==> config.mk <==
export PLATFORM = sky130hd
export DESIGN_NAME = fifo_pkt_reader
export DESIGN_NICKNAME = d
export VERILOG_FILES = /design/src/rtl/fifo_pkt_reader.sv
export SDC_FILE = /design/constraint.sdc
export NUM_CORES = 1
export LEC_CHECK = 0
export ABC_AREA = 1
export CAP_MARGIN = 20
export CORE_AREA = 2 2 62 64
export CTS_CLUSTER_SIZE = 8
export DETAILED_ROUTE_END_ITERATION = 12
export DIE_AREA = 0 0 64 66
export PLACE_DENSITY_LB_ADDON = 0.25
export RECOVER_POWER = 25
export SLEW_MARGIN = 20
export SYNTH_ARGS = -nofsm -noshare
export SYNTH_HDL_FRONTEND = slang
export SYNTH_SLANG_ARGS = --single-unit
==> constraint.sdc <==
create_clock -name clk -period 2.3 [get_ports clk]
set_clock_uncertainty 0.2 [all_clocks]
set_input_delay 0.23 -clock clk [delete_from_list [all_inputs] [get_ports clk]]
set_output_delay 0.23 -clock clk [all_outputs]
set_load 0.05 [all_outputs]
==> src/rtl/fifo_pkt_reader.sv <==
// fifo_pkt_reader: pops FWFT FIFO words, parses {dest,len} headers, streams packets with sop/eop.
// Ports: clk/rst (sync, active-high); rempty/rdata/rinc FIFO read side;
// out_valid/out_ready/out_data/out_sop/out_eop output stream;
// pkt_dest last header dest; busy mid-packet; pkt_cnt packets fully popped.
module fifo_pkt_reader #(
  parameter int DATA_W = 8,
  parameter int DEST_W = 2,
  parameter int LEN_W  = 6,
  parameter int CNT_W  = 16
) (
  input  logic              clk,
  input  logic              rst,
  input  logic              rempty,
  input  logic [DATA_W-1:0] rdata,
  output logic              rinc,
  output logic              out_valid,
  input  logic              out_ready,
  output logic [DATA_W-1:0] out_data,
  output logic              out_sop,
  output logic              out_eop,
  output logic [DEST_W-1:0] pkt_dest,
  output logic              busy,
  output logic [CNT_W-1:0]  pkt_cnt
);
  typedef enum logic {IDLE, PAY} state_t;
  state_t r_state, w_state_n;
  logic [LEN_W-1:0] r_rem, w_rem_n;
  logic [LEN_W-1:0] w_len;
  logic w_last;
  assign w_len = rdata[LEN_W-1:0];
  // rst gates rinc so the FIFO is never popped while held in reset
  assign rinc = !rst && !rempty && (!out_valid || out_ready);
  assign busy = r_state != IDLE;
  always_comb begin
    w_state_n = r_state;
    w_rem_n = r_rem;
    w_last = 1'b0;
    if (rinc) begin
      w_last = r_state == IDLE ? w_len == '0 : r_rem == LEN_W'(1);
      w_rem_n = r_state == IDLE ? w_len : r_rem - 1'b1;
      w_state_n = w_last ? IDLE : PAY;
    end
  end
  always_ff @(posedge clk) begin
    if (rst) begin
      r_state <= IDLE;
      r_rem <= '0;
      out_valid <= 1'b0;
      out_data <= '0;
      out_sop <= 1'b0;
      out_eop <= 1'b0;
      pkt_dest <= '0;
      pkt_cnt <= '0;
    end else begin
      r_state <= w_state_n;
      r_rem <= w_rem_n;
      if (rinc) begin
        out_valid <= 1'b1;
        out_data <= rdata;
        out_sop <= r_state == IDLE;
        out_eop <= w_last;
        if (r_state == IDLE) pkt_dest <= rdata[DATA_W-1 -: DEST_W];
        if (w_last) pkt_cnt <= pkt_cnt + 1'b1;
      end else if (out_ready) begin
        out_valid <= 1'b0;
      end
    end
  end
endmodule
# After elaboration in Yosys (flattened, before gate mapping)
# Cells that the tools add are included.
# W data, S select, Z words.
# totals
input_bits,12
ff_bits,36
output_inout_bits,31
word_cells,28
# op_classes
add_sub_neg,2
n_eq_ne,1
mux,6
bitwise_logic,1
n_reduce_logical,10
# ops
cell,count
$add A16 B1 Y16 const B,1
$eq A6 B1 Y1 const B,1
$logic_not A6 Y1,1
$mux W6,1
$sub A6 B1 Y6 const B,1
$mux W1,5
$reduce_and A2 Y1,2
$logic_not A1 Y1,3
$logic_and A1 B1 Y1,2
$reduce_bool A2 Y1,1
$logic_or A1 B1 Y1,1
$not A1 Y1,1

# Longest topological paths before layout
# Gate-level depths: netlist of run 1.
# depth
depth_word,5
depth_mapped,9
ltp_nobuf,9

# Worst setup path after synthesis of run 1
# No wires, ideal clock.
# synth_timing
path_type,reg-to-reg
from,register pkt_cnt[0]
to,register pkt_cnt[8]
arrival_ps,1620
stages_incl_launch_ff,8
setup_time_ps,139
n_path_buf,0
setup_slack_ps,341
synth_period_minus_slack_ps,1959
required_ps,1961
path_cell_list,dfxtp_1 ha_1 nand2_1 nor2_2 nand2_1 xnor2_1 nand2_2 a21oi_2
# synth_between
elab_chain_cells,1
# synth_rtl
element,line_no,source
start: declaration,23,output logic [CNT_W-1:0] pkt_cnt
start signal: assignment,63,if (w_last) pkt_cnt <= pkt_cnt + 1'b1;
$add A16 B1 Y16,63,
# No other way between the ends.
# A chain may end at the register's enable or synchronous reset.

# Worst setup path in the final report of run 1
# layout_timing
from,register pkt_cnt[0]
to,output port pkt_cnt[0]
# No word-level cell between the ends.

==> results.txt, run 1 <==
The run finished with clean final reports. The total count of hold-check failures in the final report came out at 0. The die span in x was 64 um. The floorplan has 22 rows. At the pin with the least slew margin, the transition time is 510 ps. The portion of the post-synthesis area used by sequential elements was 39.5%. The first global-routing pass estimated 7.12 mm of wire. Buffers placed on the I/O ports in this run total 42.

The path with the worst hold slack has its endpoint at out_sop. Combinational logic is responsible for 18.2% of the overall power. Endpoint of the most critical register-to-register path: pkt_cnt[7]. The buffers plus inverters on the worst setup path was 1. met2 is the most crowded layer. Setup violations remaining at the end of the flow were counted as 0.

Setup total negative slack on the finished layout was measured at 0 ps. The total area inside the core boundary comes to 3550 um^2. The tree is rooted in a sky130_fd_sc_hd__clkbuf_4.

The tools report the critical path capture point type as an output port. The number of placed instances, taps included, is 344. The maximum fanout count along the critical path came out at 7. The tools report the number of H-tree levels as 2. The longest clock path from root to sink contains 2 buffers.

In this run, the number of DRC markers left after iteration 0 of detailed routing was 75. The cell depth of the worst setup path was 1. Based on the critical path, the design can be clocked at up to 0.474 GHz. In this run the power spent charging and discharging nets is 390 uW. Counting distinct cell types in the post-synthesis netlist gives 27.

The run gives 257 ps as the worst hold slack. In this run switching power makes up 30.7% of total power. The finished layout holds 352 standard cells, fillers aside. The via density per instance is 5.11. The worst-case IR drop observed on VDD is 342 uV. For the number of warnings reported in the yosys synthesis log, the log shows 0. In this run, post-CTS repair resized a total of 0 instances. Relative to the synthesized area, the layout overhead comes to 29.2%. The worst path arrival time was 1680 ps; the number of detailed-routing iterations run before antenna repair was 4. Final wirelength: 4.33 mm. In this run, synthesis produced a sequential element count of 36.

The global-route usage over all layers is 21.9%. Traced cell by cell, the critical path runs through clkdlybuf4s50_1. Dividing the synthesized area by the synthesized cell count gives 7.09 um^2. The tools report the count of final max-slew check failures as 0. The worst register-to-register path begins at busy. Among cell families on the critical path, the largest total delay comes from buffers and inverters. Standard cell with the maximum stage delay on the critical path: sky130_fd_sc_hd__clkdlybuf4s50_1. 0 antenna diodes ended up in the layout. The run gives 721 um^2 as the area of all sequential standard cells.

The library cells used most frequently in the layout, excluding fill and tap cells, are sky130_fd_sc_hd__nand2_1 (75), sky130_fd_sc_hd__clkdlybuf4s50_1 (39), sky130_fd_sc_hd__dfxtp_1 (36), sky130_fd_sc_hd__nor2_1 (25), sky130_fd_sc_hd__inv_1 (22). Setup repair after global routing left no endpoint under its margin. For the detailed placer's ending HPWL, the log shows 3.14 mm. Clock-pin slew was measured on the worst setup and hold paths at 110 ps. Measured against its own limit, the worst slew margin works out to 65.9%. The startpoint kind of the worst setup timing path was a flip-flop. The fraction of layout instances using a drive strength above 1 came out at 10.5%.

For this configuration, the core starts out at a cell density of 51.3%. The category of the critical setup timing path was flip-flop to output port. The number of cells on the worst hold path was 2; the share of power burned in registers was 52.5%. In the routed design, unresolved DRC markers number 0. The startpoint identified for the worst hold timing path is out_sop. Data on the critical path is required at its endpoint by 1870 ps. The total power after layout is 1270 uW. Counting cells, the worst reg-to-reg path comes to 8. The number of buffers added for setup after CTS is 0. Counting every instance in the synthesized netlist gives 257. The number of nets at the end of the flow was 318; the internal power of the cells was 882 uW. The area of the die is 4220 um^2. The layout has 313 filler cells. For the largest net degree at the start of global routing, the log shows 19.

The logs give 24.5% for the met1 global-route usage and 36 for the CTS sink count. The via count of the first global-routing pass is 1608, and the met2 layer usage reported by global route is 38.5%. In this run, CTS created clock tree buffers numbering 5. Power per standard cell area: 540 nW/um^2. The tools report the top-level port count as 43. After clock tree synthesis, the flow added hold-fix buffers numbering 0. The reported max-cap violation count is 0. The floorplan step set the die height to 66 um. The count of nets left with antenna violations once routing finished came out at 0.

The largest stage delay on the critical path was 850 ps. TritonCTS built the clock tree. Routability-driven placement finished with a final weighted congestion of 0.834. The share of total power dissipated in the clock network is 29.3%. The run gives 1820 um^2 as the synthesized cell area.

Clock latency on the worst-skew pair, taken at its later pin, is 350 ps. In the final layout, the multi-input gates occupy 965 um^2. In the finished design, the share of the clock period the worst path needs comes to 91.7%. The number of antenna violations at the first check in global routing was 0; the remaining global-route overflow was 0. Counting I/O delays and the setup requirement, the final critical path takes 2110 ps. In the final routed layout, each cell accounts on average for 12.3 um. The leakage component of the power was 0.000902 uW. The worst min-delay path category was flip-flop to flip-flop. The detailed router placed 1799 vias in this run. Leaving out fill and tap cells, the most frequent cell in the layout is sky130_fd_sc_hd__nand2_1. Counting every net in the synthesized netlist gives 272. The global-route track usage on met3 came out at 6.13%. Minimum setup slack among reg-to-reg paths: 490 ps.
==> worst max path at each step <==
| stage | startpoint | to | slack [ps] |
|---|---|---|---|
| final | pkt_cnt[0] | pkt_cnt[0] | 190 |
| after global routing | pkt_cnt[0] | pkt_cnt[0] | 140 |
| after CTS | pkt_cnt[0] | pkt_cnt[0] | 170 |
| after detailed placement | out_ready | pkt_cnt[15] | 310 |
| after global placement | out_ready | rinc | 370 |
| after floorplan | pkt_cnt[0] | pkt_cnt[8] | 340 |
==> state kept, by name, indices dropped and copies added (netlist names) <==
signal,flops
r_rem,6
out_data,8
pkt_dest,2
busy,1
out_eop,1
out_valid,1
pkt_cnt,16
out_sop,1
==> worst register-to-register path: cells and delay by family (launching register included) <==
kind	cells	cell delay, ps
simple gates	5	630
flops	1	470
buf+inv	2	340
compound gates	1	120
==> routing by layer <==
metal | share of wire (%) | vias to the layer above | wire, um
li1 | - | 932 | -
met1 | 45 | 810 | 1950
met2 | 48 | 46 | 2090
met3 | 4.4 | 11 | 191
met4 | 2.1 | 0 | 93
met5 | 0 | - | 0
==> cells by family after synthesis <==
logic type / after synthesis / synth area share, %
simple gates: 138 / 33.0
compound gates: 43 / 14.5
flops: 36 / 39.5
buf+inv: 30 / 7.55
xor+xnor: 7 / 3.36
fa+ha+maj: 3 / 2.06
==> cell usage after synthesis <==
library cell               instances  area (um^2)
sky130_fd_sc_hd__nand2_1          75          282
sky130_fd_sc_hd__dfxtp_1          36          721
sky130_fd_sc_hd__nor2_1           25         93.8
sky130_fd_sc_hd__inv_1            19         71.3
sky130_fd_sc_hd__a21oi_1          15         75.1
sky130_fd_sc_hd__nand3_1          15         75.1
sky130_fd_sc_hd__o21ai_0          13         65.1
sky130_fd_sc_hd__nand4_1           9         56.3
sky130_fd_sc_hd__nand2_2           8         50.1
sky130_fd_sc_hd__a21oi_2           7         61.3
sky130_fd_sc_hd__a22o_1            5         43.8
sky130_fd_sc_hd__xor2_1            5         43.8
sky130_fd_sc_hd__inv_2             4         15.0
sky130_fd_sc_hd__buf_2             3         15.0
sky130_fd_sc_hd__ha_1              3         37.5
sky130_fd_sc_hd__nor2_2            2         12.5
sky130_fd_sc_hd__nor3_1            2         10.0
sky130_fd_sc_hd__xnor2_1           2         17.5
sky130_fd_sc_hd__a22oi_1           1         7.51
sky130_fd_sc_hd__buf_1             1         3.75
sky130_fd_sc_hd__buf_12            1         20.0
sky130_fd_sc_hd__clkbuf_1          1         3.75
sky130_fd_sc_hd__clkinv_4          1         8.76
sky130_fd_sc_hd__nand2_4           1         11.3
sky130_fd_sc_hd__nor2_4            1         11.3
sky130_fd_sc_hd__o21ai_1           1         5.00
sky130_fd_sc_hd__o22ai_1           1         6.26
==> cell type report <==
| class | count | area share [%] |
|---|---|---|
| Clock buffer | 7 | 2.34 |
| Tap cell | 48 | 2.55 |
| Inverter | 24 | 4.04 |
| Sequential cell | 36 | 30.6 |
| Clock inverter | 1 | 0.319 |
| Timing Repair Buffer | 45 | 19.2 |
| Multi-Input combinational cell | 191 | 40.9 |
==> per-stage QoR <==
step | cell area [um^2] | util, % | setup slack [ps]
after floorplan | 1820 | - | 341
after global placement | 2290 | 64.6 | 366
after detailed placement | 2290 | 64.6 | 308
after CTS | 2360 | 66.3 | 172
after global routing | 2360 | 66.3 | 142
final | 2360 | 66.3 | 191
==> power by group through the flow <==
stage | sequential (uW) | combinational [uW] | clock [uW]
after floorplan | 738 | 91.6 | 0
after global placement | 682 | 226 | 0
after detailed placement | 683 | 231 | 0
after CTS | 668 | 232 | 379
after global routing | 672 | 254 | 404
final | 668 | 231 | 373
Note: power is estimated with default switching activity, not from simulation.
==> inputs of run 2 (changes only) <==
Settings changed: ABC_AREA 1 to unset, CORE_AREA 2 2 62 64 to 2 2 61 63, DIE_AREA 0 0 64 66 to 0 0 63 65, SETUP_SLACK_MARGIN set to 0.2.
==> results.txt, run 2 <==
The flow ran to the end, and the final reports show no timing, DRC or antenna violations. In the synthesized netlist the dominant register cell turns out to be sky130_fd_sc_hd__dfxtp_1. The final non-filler cell area was 2330 um^2 (-0.96%); the post-route minimum period was 2030 ps (-79.8 ps). Summed over all instances, the cell type with the most area after synthesis is sky130_fd_sc_hd__dfxtp_1. In this run the critical register-to-register path is captured at pkt_cnt[14]. Maximum fanout count along the critical path: 5 (-2). The run gives 372 uW (-4.7%) as the switching power summed over all nets. Yosys attributes the largest share of cell area to sky130_fd_sc_hd__dfxtp_1 (41%), sky130_fd_sc_hd__nand2_1 (6.5%), sky130_fd_sc_hd__xnor2_1 (6.0%).

The post-detailed-route count of antenna-violating nets was 0 (unchanged); the total nets after synthesis was 213 (-22%). Remaining global-route overflow: 0 (unchanged). The met1 global-route usage was 25.1% (+0.58 points); the fraction of power consumed by combinational cells was 17.1% (-1.1 points). The relative area change from synthesis to final layout is 34.2%, and the area of all sequential standard cells is 728 um^2 (+1.0%). The mux contribution to synthesized area was 0.576% (+0.58 points). The start of the worst register-to-register path was busy. The relative max-transition margin was 65.2% (-0.64 points). The signal on the critical path passes through clkdlybuf4s50_1.

The run gives 0 ps (unchanged) as the setup TNS. The tightest min-delay check is of the input pin to flip-flop type. The tools report the final wirelength as 3.79 mm (-13%). The fraction of layout instances using a drive strength above 1 came out at 15.0% (+4.5 points). The maximum vdd ir drop came out at 385 uV (+12%). TritonCTS built the clock tree.

The run gives 5 (unchanged) as the clock buffer count from CTS. For the CTS sink count, the log shows 36 (unchanged). The logs give 41.4% (+1.9 points) for the portion of the post-synthesis area used by sequential elements and 198 (-23%) for the gate count of the mapped netlist. The met2 layer usage reported by global route is 32.8% (-5.7 points). The area of the placeable core is 3500 um^2 (-1.6%), and the maximum root-to-sink buffer count is 2 (unchanged). The worst-case setup margin in the final layout came out at 271 ps (+79.8 ps). Detailed placer's ending HPWL: 2.73 mm (-13%). The power per standard cell area works out to 573 nW/um^2 (+6.0%).

The terminating pin of the worst hold path is out_data[6]. The die span in x was 63 um (-1.6%). Switching share of power: 27.8% (-2.8 points). The layer flagged by global routing as most heavily used is met2. The minimum setup slack among reg-to-reg paths was 350 ps (-140 ps). The number of filler instances in the final layout was 315 (+0.64%); the mean post-synth cell area was 8.78 um^2 (+24%).

Setup repair after global routing left no endpoint under its margin. STA classifies the critical path endpoint as an output port. The tools report the number of detailed-routing iterations run before antenna repair as 4 (unchanged). The count of buffers inserted at the top-level ports was 42 (unchanged). The global-route wire length before repair is 6.59 mm (-7.5%).

The worst setup path is of the flip-flop to output port kind. Top-level port count: 43 (unchanged). On the critical path, the stage with the largest delay is an instance of sky130_fd_sc_hd__clkdlybuf4s50_1.

The global-route usage over all layers came out at 20.4% (-1.5 points). In this run the most critical hold path is launched from rdata[6]. The run gives 52.1 ps (-256 ps) as the setup slack at placement.

The register with the most flip-flops was pkt_cnt. The share of the synthesized netlist area taken by xor and xnor gates was 6.04% (+2.7 points). The area fraction in compound gates after synthesis works out to 22.4% (+7.9 points). The post-synthesis adder-cell area fraction was 2.16% (+0.099 points); the number of flip-flops in the largest register was 16 (unchanged).

The critical path required time is 1870 ps (about the same). The final worst-path cycle share is 88.2% (-3.5 points). For the count of placed standard cells including taps, the log shows 287 (-17%). The most common cell in the synthesized netlist was sky130_fd_sc_hd__dfxtp_1. The global-route track usage on met3 came out at 5.73% (-0.40 points). The vertical die dimension is 65 um (-1.5%), and the initial cell density of the core is 49.7% (-1.6 points). The number of enable flip-flop cells after synthesis is 0 (unchanged).

The antenna cell count was 0 (unchanged); the final estimated routing congestion in global placement was 0.771 (-7.6%). The tools report the count of routing violations after the opening detailed-route iteration as 86 (+15%). The simple-gate share of the synthesized area was 22.9% (-10 points). The number of buffers added for setup after CTS is 0 (unchanged), and the leakage component of the power is 0.000828 uW (-8.2%).

The run gives 40 (+48%) as the count of different cell masters after synthesis. STA classifies the critical path startpoint as a flip-flop. The final non-filler cell total came out at 295 (-16%). The area share of the largest cell type after synthesis is 41.4% (+1.9 points). The number of DRC violations after detailed routing is 0 (unchanged), and the number of synthesized register bits is 36 (unchanged). Counting instances in the post-synthesis netlist gives the leading cell types as sky130_fd_sc_hd__dfxtp_1 (36), sky130_fd_sc_hd__nand2_1 (30), sky130_fd_sc_hd__a21oi_1 (19). The number of H-tree levels was 2 (unchanged); the via count of the first global-routing pass was 1473 (-8.4%).

In the layout the commonest cells are sky130_fd_sc_hd__clkdlybuf4s50_1 (37), sky130_fd_sc_hd__nand2_1 (30), sky130_fd_sc_hd__dfxtp_1 (30), sky130_fd_sc_hd__a21oi_1 (19), sky130_fd_sc_hd__nor2_1 (17). The largest stage delay on the critical path is 830 ps (-20 ps), and the routed via count is 1595 (-11%). Internal power of the cells: 964 uW (+9.3%).

The slew at the pin closest to its max-slew limit came out at 509 ps (-1.92 ps). Proportion of power drawn by the clock network: 33.1% (+3.8 points). The via density per instance works out to 5.41 (+5.8%). The total count of hold-check failures in the final report was 0 (unchanged). The most common cell after layout, fill and taps aside is sky130_fd_sc_hd__clkdlybuf4s50_1.

The logs give 4100 um^2 (-3.1%) for the area of the die and 340 ps (about the same) for the insertion delay of the later-clocked pin in the worst-skew pair. Clock-pin slew of the registers on the worst-case setup and hold paths: 110 ps (about the same). The synthesized cell area came out at 1740 um^2 (-4.6%). The area occupied by multi-input gates is 940 um^2 (-2.6%). The run gives 22 (unchanged) as the number of rows created at floorplan. The wire length per cell is 12.8 um (+4.3%), and the number of nets at the end of the flow is 261 (-18%). The cell class contributing the biggest share of worst-path delay is buffers and inverters. The setup violation total in the final timing report was 0 (unchanged); the number of cells on the worst hold path was 3 (+1). The tools report the count of final max-slew check failures as 0 (unchanged).

The reported max-cap violation count came out at 0 (unchanged). The largest registers in the layout are pkt_cnt x16, out_data x8, r_rem x6. Combinational family with the most area after synthesis: simple AND/OR/NAND/NOR gates. Largest net degree at the start of global routing: 34 (+15).

The worst-case reg-to-reg path depth is 7 (-1), and the share of power burned in registers is 49.7% (-2.8 points). The total placed instance area is 2260 um^2 (-1.6%). The number of antenna violations at the first check in global routing was 0 (unchanged). Buffers plus inverters on the worst setup path: 1 (unchanged). The share of flip-flops with an asynchronous set or reset was 0% (unchanged); the worst path arrival time was 1600 ps (-80 ps). The top achievable clock speed came out at 0.493 GHz (+3.9%).

The run gives 0 (unchanged) as the number of warnings reported in the yosys synthesis log. Root buffer selected by CTS: sky130_fd_sc_hd__clkbuf_4.
-- run 2: final cells by class --
type                    instances  area share (%)
flip-flops and latches         36            31.2
well taps                      48            2.57
repair buffers                 51            21.2
clock inverters                 3            1.82
clock buffers                   5            1.61
inverters                       8            1.29
multi-input cells             144            40.3
-- run 2: logic make-up (layout without fill, tap and decap cells) --
kind of cell,after synthesis,count (layout)
AOI/OAI and AO/OA,51,51
xor gates and xnor gates,12,12
adders and majority gates,3,3
muxes,1,1
DFF,36,36
and+or+nand+nor,77,77
buffers and inverters,18,67
-- run 2: worst max-delay path by stage --
stage	startpoint	end	slack (ps)	cells after the start
2_1_floorplan	pkt_cnt[5]	pkt_cnt[12]	200	5
6_report	pkt_cnt[11]	pkt_cnt[11]	270	1
5_1_grt	pkt_cnt[11]	pkt_cnt[11]	200	1
4_1_cts	pkt_cnt[6]	pkt_cnt[6]	210	1
3_5_place_dp	rdata[2]	pkt_cnt[14]	50	7
3_3_place_gp	rdata[2]	pkt_cnt[14]	120	7
-- run 2: power groups by stage --
stage,clock [uW],combinational (uW),sequential (uW)
6_report,443,229,664
5_1_grt,486,247,669
4_1_cts,454,233,664
3_5_place_dp,0,232,679
3_3_place_gp,0,231,678
2_1_floorplan,0,98.7,727
-- run 2: per-layer routing --
layer	up-vias	share of wire [%]	routed length [um]
li1	791	-	-
met1	751	44	1660
met2	41	48	1830
met3	12	5.2	195
met4	0	2.8	106
met5	-	0	0
-- run 2: what timing repair did --
action,4_1_cts,5_1_grt
resized for setup,1,2
endpoints found under the hold margin,0,0
hold buffers,0,0
setup endpoints to repair,1,2
-- run 2: per-stage QoR --
| step | util, % | hold slack [ps] | total power [uW] |
|---|---|---|---|
| detailed placement | 64.5 | 250 | 911 |
| global placement | 64.5 | 243 | 909 |
| finish | 66.8 | 256 | 1340 |
| CTS | 66.8 | 249 | 1350 |
| floorplan | - | 122 | 826 |
| global route | 66.8 | 239 | 1400 |
==> inputs of run 3 (changes only) <==
Settings changed: CAP_MARGIN 20 to unset, CORE_AREA 2 2 61 63 to 2 2 80 82, DIE_AREA 0 0 63 65 to 0 0 82 84.
==> results.txt, run 3 (synthesis gave the netlist of run 2 again) <==
The flow ran to the end, and the final reports show no timing, DRC or antenna violations. For the number of antenna violations at the first check in global routing, the log shows 0 (unchanged). The power per standard cell area was 546 nW/um^2 (-4.7%); the vertical die dimension was 84 um (+29%). The largest stage delay on the critical path came out at 850 ps (+20 ps). The die span in x came out at 82 um (+30%). The tools report the final wirelength as 4.41 mm (+16%). The detailed placer's ending HPWL was 3.05 mm (+12%); the final worst-path cycle share was 87.3% (-0.95 points).

The global-route wire length before repair came out at 7.10 mm (+7.8%). The post-route minimum period is 2010 ps (-21.9 ps). The tools report the number of detailed-routing iterations run before antenna repair as 4 (unchanged). Grouping stages by cell kind, the critical path spends the most delay in buffers and inverters. Walking the worst path, the cells encountered are clkdlybuf4s50_1. The logs give 6100 um^2 (+74%) for the area of the placeable core and 6890 um^2 (+68%) for the area of the die. Clock-pin slew of the registers on the worst-case setup and hold paths: 80 ps (-30 ps). The worst min-delay path category was flip-flop to flip-flop. The logs give 1580 ps (-20 ps) for the worst path arrival time and 290 ps (-50 ps) for the insertion delay of the later-clocked pin in the worst-skew pair.

Among all stages on the critical path, the largest delay is contributed by sky130_fd_sc_hd__clkdlybuf4s50_1. The post-detailed-route count of antenna-violating nets was 0 (unchanged). The tools report the final estimated routing congestion in global placement as 0.783 (+1.6%). The total power after layout came out at 1360 uW (+2.0%).

The fraction of layout instances using a drive strength above 1 is 19.1% (+4.1 points). The run gives 5 (unchanged) as the clock buffer count from CTS. Final non-filler cell total: 334 (+13%). Leaving out fill and tap cells, the most frequent cells in the layout are sky130_fd_sc_hd__clkdlybuf4s50_1 (39), sky130_fd_sc_hd__dfxtp_1 (30), sky130_fd_sc_hd__nand2_1 (29), sky130_fd_sc_hd__a21oi_1 (19), sky130_fd_sc_hd__nor2_1 (17).

The number of filler instances in the final layout came out at 651 (+110%). For the via count of the first global-routing pass, the log shows 1505 (+2.2%). The relative max-transition margin came out at 53.2% (-12 points). The maximum vdd ir drop is 210 uV (-45%), and the count of routing violations after the opening detailed-route iteration is 92 (+7.0%). The logs give 0 (unchanged) for the number of hold buffers added after CTS and 43 (unchanged) for the top-level port count. The run gives 34 (unchanged) as the largest net degree at the start of global routing. Leaving out fill and tap cells, the most frequent cell in the layout is sky130_fd_sc_hd__clkdlybuf4s50_1. The count of final max-slew check failures came out at 0 (unchanged). STA classifies the critical path endpoint as an output port. The tools report the startpoint kind of the worst setup timing path as a flip-flop.

The CTS sink count is 36 (unchanged). The worst setup path is of the flip-flop to output port kind. The number of rows created at floorplan is 29 (+32%). The count of buffers inserted at the top-level ports is 42 (unchanged), and the critical path required time is 1870 ps (about the same). The tools report the leakage component of the power as 0.000850 uW (+2.5%).

The number of DRC violations after detailed routing is 0 (unchanged). The tools report the count of placed standard cells including taps as 323 (+13%). TritonCTS built the clock tree. The total placed instance area is 2340 um^2 (+3.9%), and the setup TNS is 0 ps (unchanged). The buffers plus inverters on the worst setup path is 1 (unchanged).

The reported max-cap violation count was 0 (unchanged); the total count of hold-check failures in the final report was 0 (unchanged). In the final layout, the registers with the most flip-flops are pkt_cnt x16, out_data x8, r_rem x6. From synthesis to final layout, the design area changed by 43.6%.

Ranked by flip-flop count, first place goes to pkt_cnt. The worst hold slack is 258 ps (+2.90 ps). The run gives 1573 (-1.4%) as the routed via count. The maximum fanout count along the critical path is 4 (-1), and the top achievable clock speed is 0.498 GHz (+1.1%). The via density per instance was 4.71 (-13%); the slew at the pin closest to its max-slew limit was 702 ps (+194 ps). For the antenna cell count, the log shows 0 (unchanged).

The number of flip-flops in the largest register came out at 16 (unchanged). CTS placed an instance of sky130_fd_sc_hd__clkbuf_8 at the clock tree root. The tools report the remaining global-route overflow as 0 (unchanged). The wire length per cell came out at 13.2 um (+2.8%). The run gives 2 (unchanged) as the number of H-tree levels. For the initial cell density of the core, the log shows 28.5% (-21 points).

Setup repair after global routing left no endpoint under its margin. Number of nets at the end of the flow: 271 (+3.8%). The global-route usage over all layers is 13.1% (-7.3 points), and the maximum root-to-sink buffer count is 2 (unchanged).

Final non-filler cell area: 2500 um^2 (+7.0%). Setup violation total in the final timing report: 0 (unchanged).
## run 3: cell type report
cell class | count | area, um^2 | share of cell area [%]
multi-input cells | 144 | 980 | 39.2
flip-flops and latches | 36 | 728 | 29.2
repair buffers | 61 | 576 | 23.0
well taps | 77 | 96.3 | 3.86
clock buffers | 5 | 68.8 | 2.76
inverters | 8 | 30.0 | 1.20
clock inverters | 3 | 18.8 | 0.752
## run 3: power by group
part,total [uW],switching [uW],internal (uW)
Clock,456,245,211
Combinational,240,142,98.4
Sequential,667,19.7,647
Total,1360,407,957
## run 3: timing repair
item	in CTS	in global routing
gates resized for setup	1	7
buffers inserted	0	3
pin swaps	0	1
setup endpoints to repair	1	10
## run 3: final timing paths
check                end  slack, ps  cells past startpoint         from
min reg2reg  out_data[3]        260                      2  out_data[3]
max reg2reg   pkt_cnt[8]        330                      5   pkt_cnt[5]
min          out_data[3]        260                      2  out_data[3]
max           pkt_cnt[6]        290                      1   pkt_cnt[6]
## run 3: worst reg2reg max path, stage by stage, from the launching register on
cell and delay [ps]:
sky130_fd_sc_hd__dfxtp_1 400, sky130_fd_sc_hd__and4_1 310, sky130_fd_sc_hd__nand3_1 260, sky130_fd_sc_hd__a2111oi_2 460
sky130_fd_sc_hd__xnor2_1 160, sky130_fd_sc_hd__nor2_1 50
## run 3: metrics by stage
| step | util [%] | worst slack [ps] |
|---|---|---|
| 6_report | 41.0 | 293 |
| 5_1_grt | 41.0 | 197 |
| 4_1_cts | 39.9 | 222 |
| 3_5_place_dp | 38.5 | -63.1 |
| 3_3_place_gp | 38.5 | -10.3 |
| 2_1_floorplan | - | 204 |
## run 3: routing by layer
layer	wire (um)	global-route usage [%]
met1	2190	18.0
met2	1960	20.0
met3	214	3.68
met4	38	3.64
met5	0	0
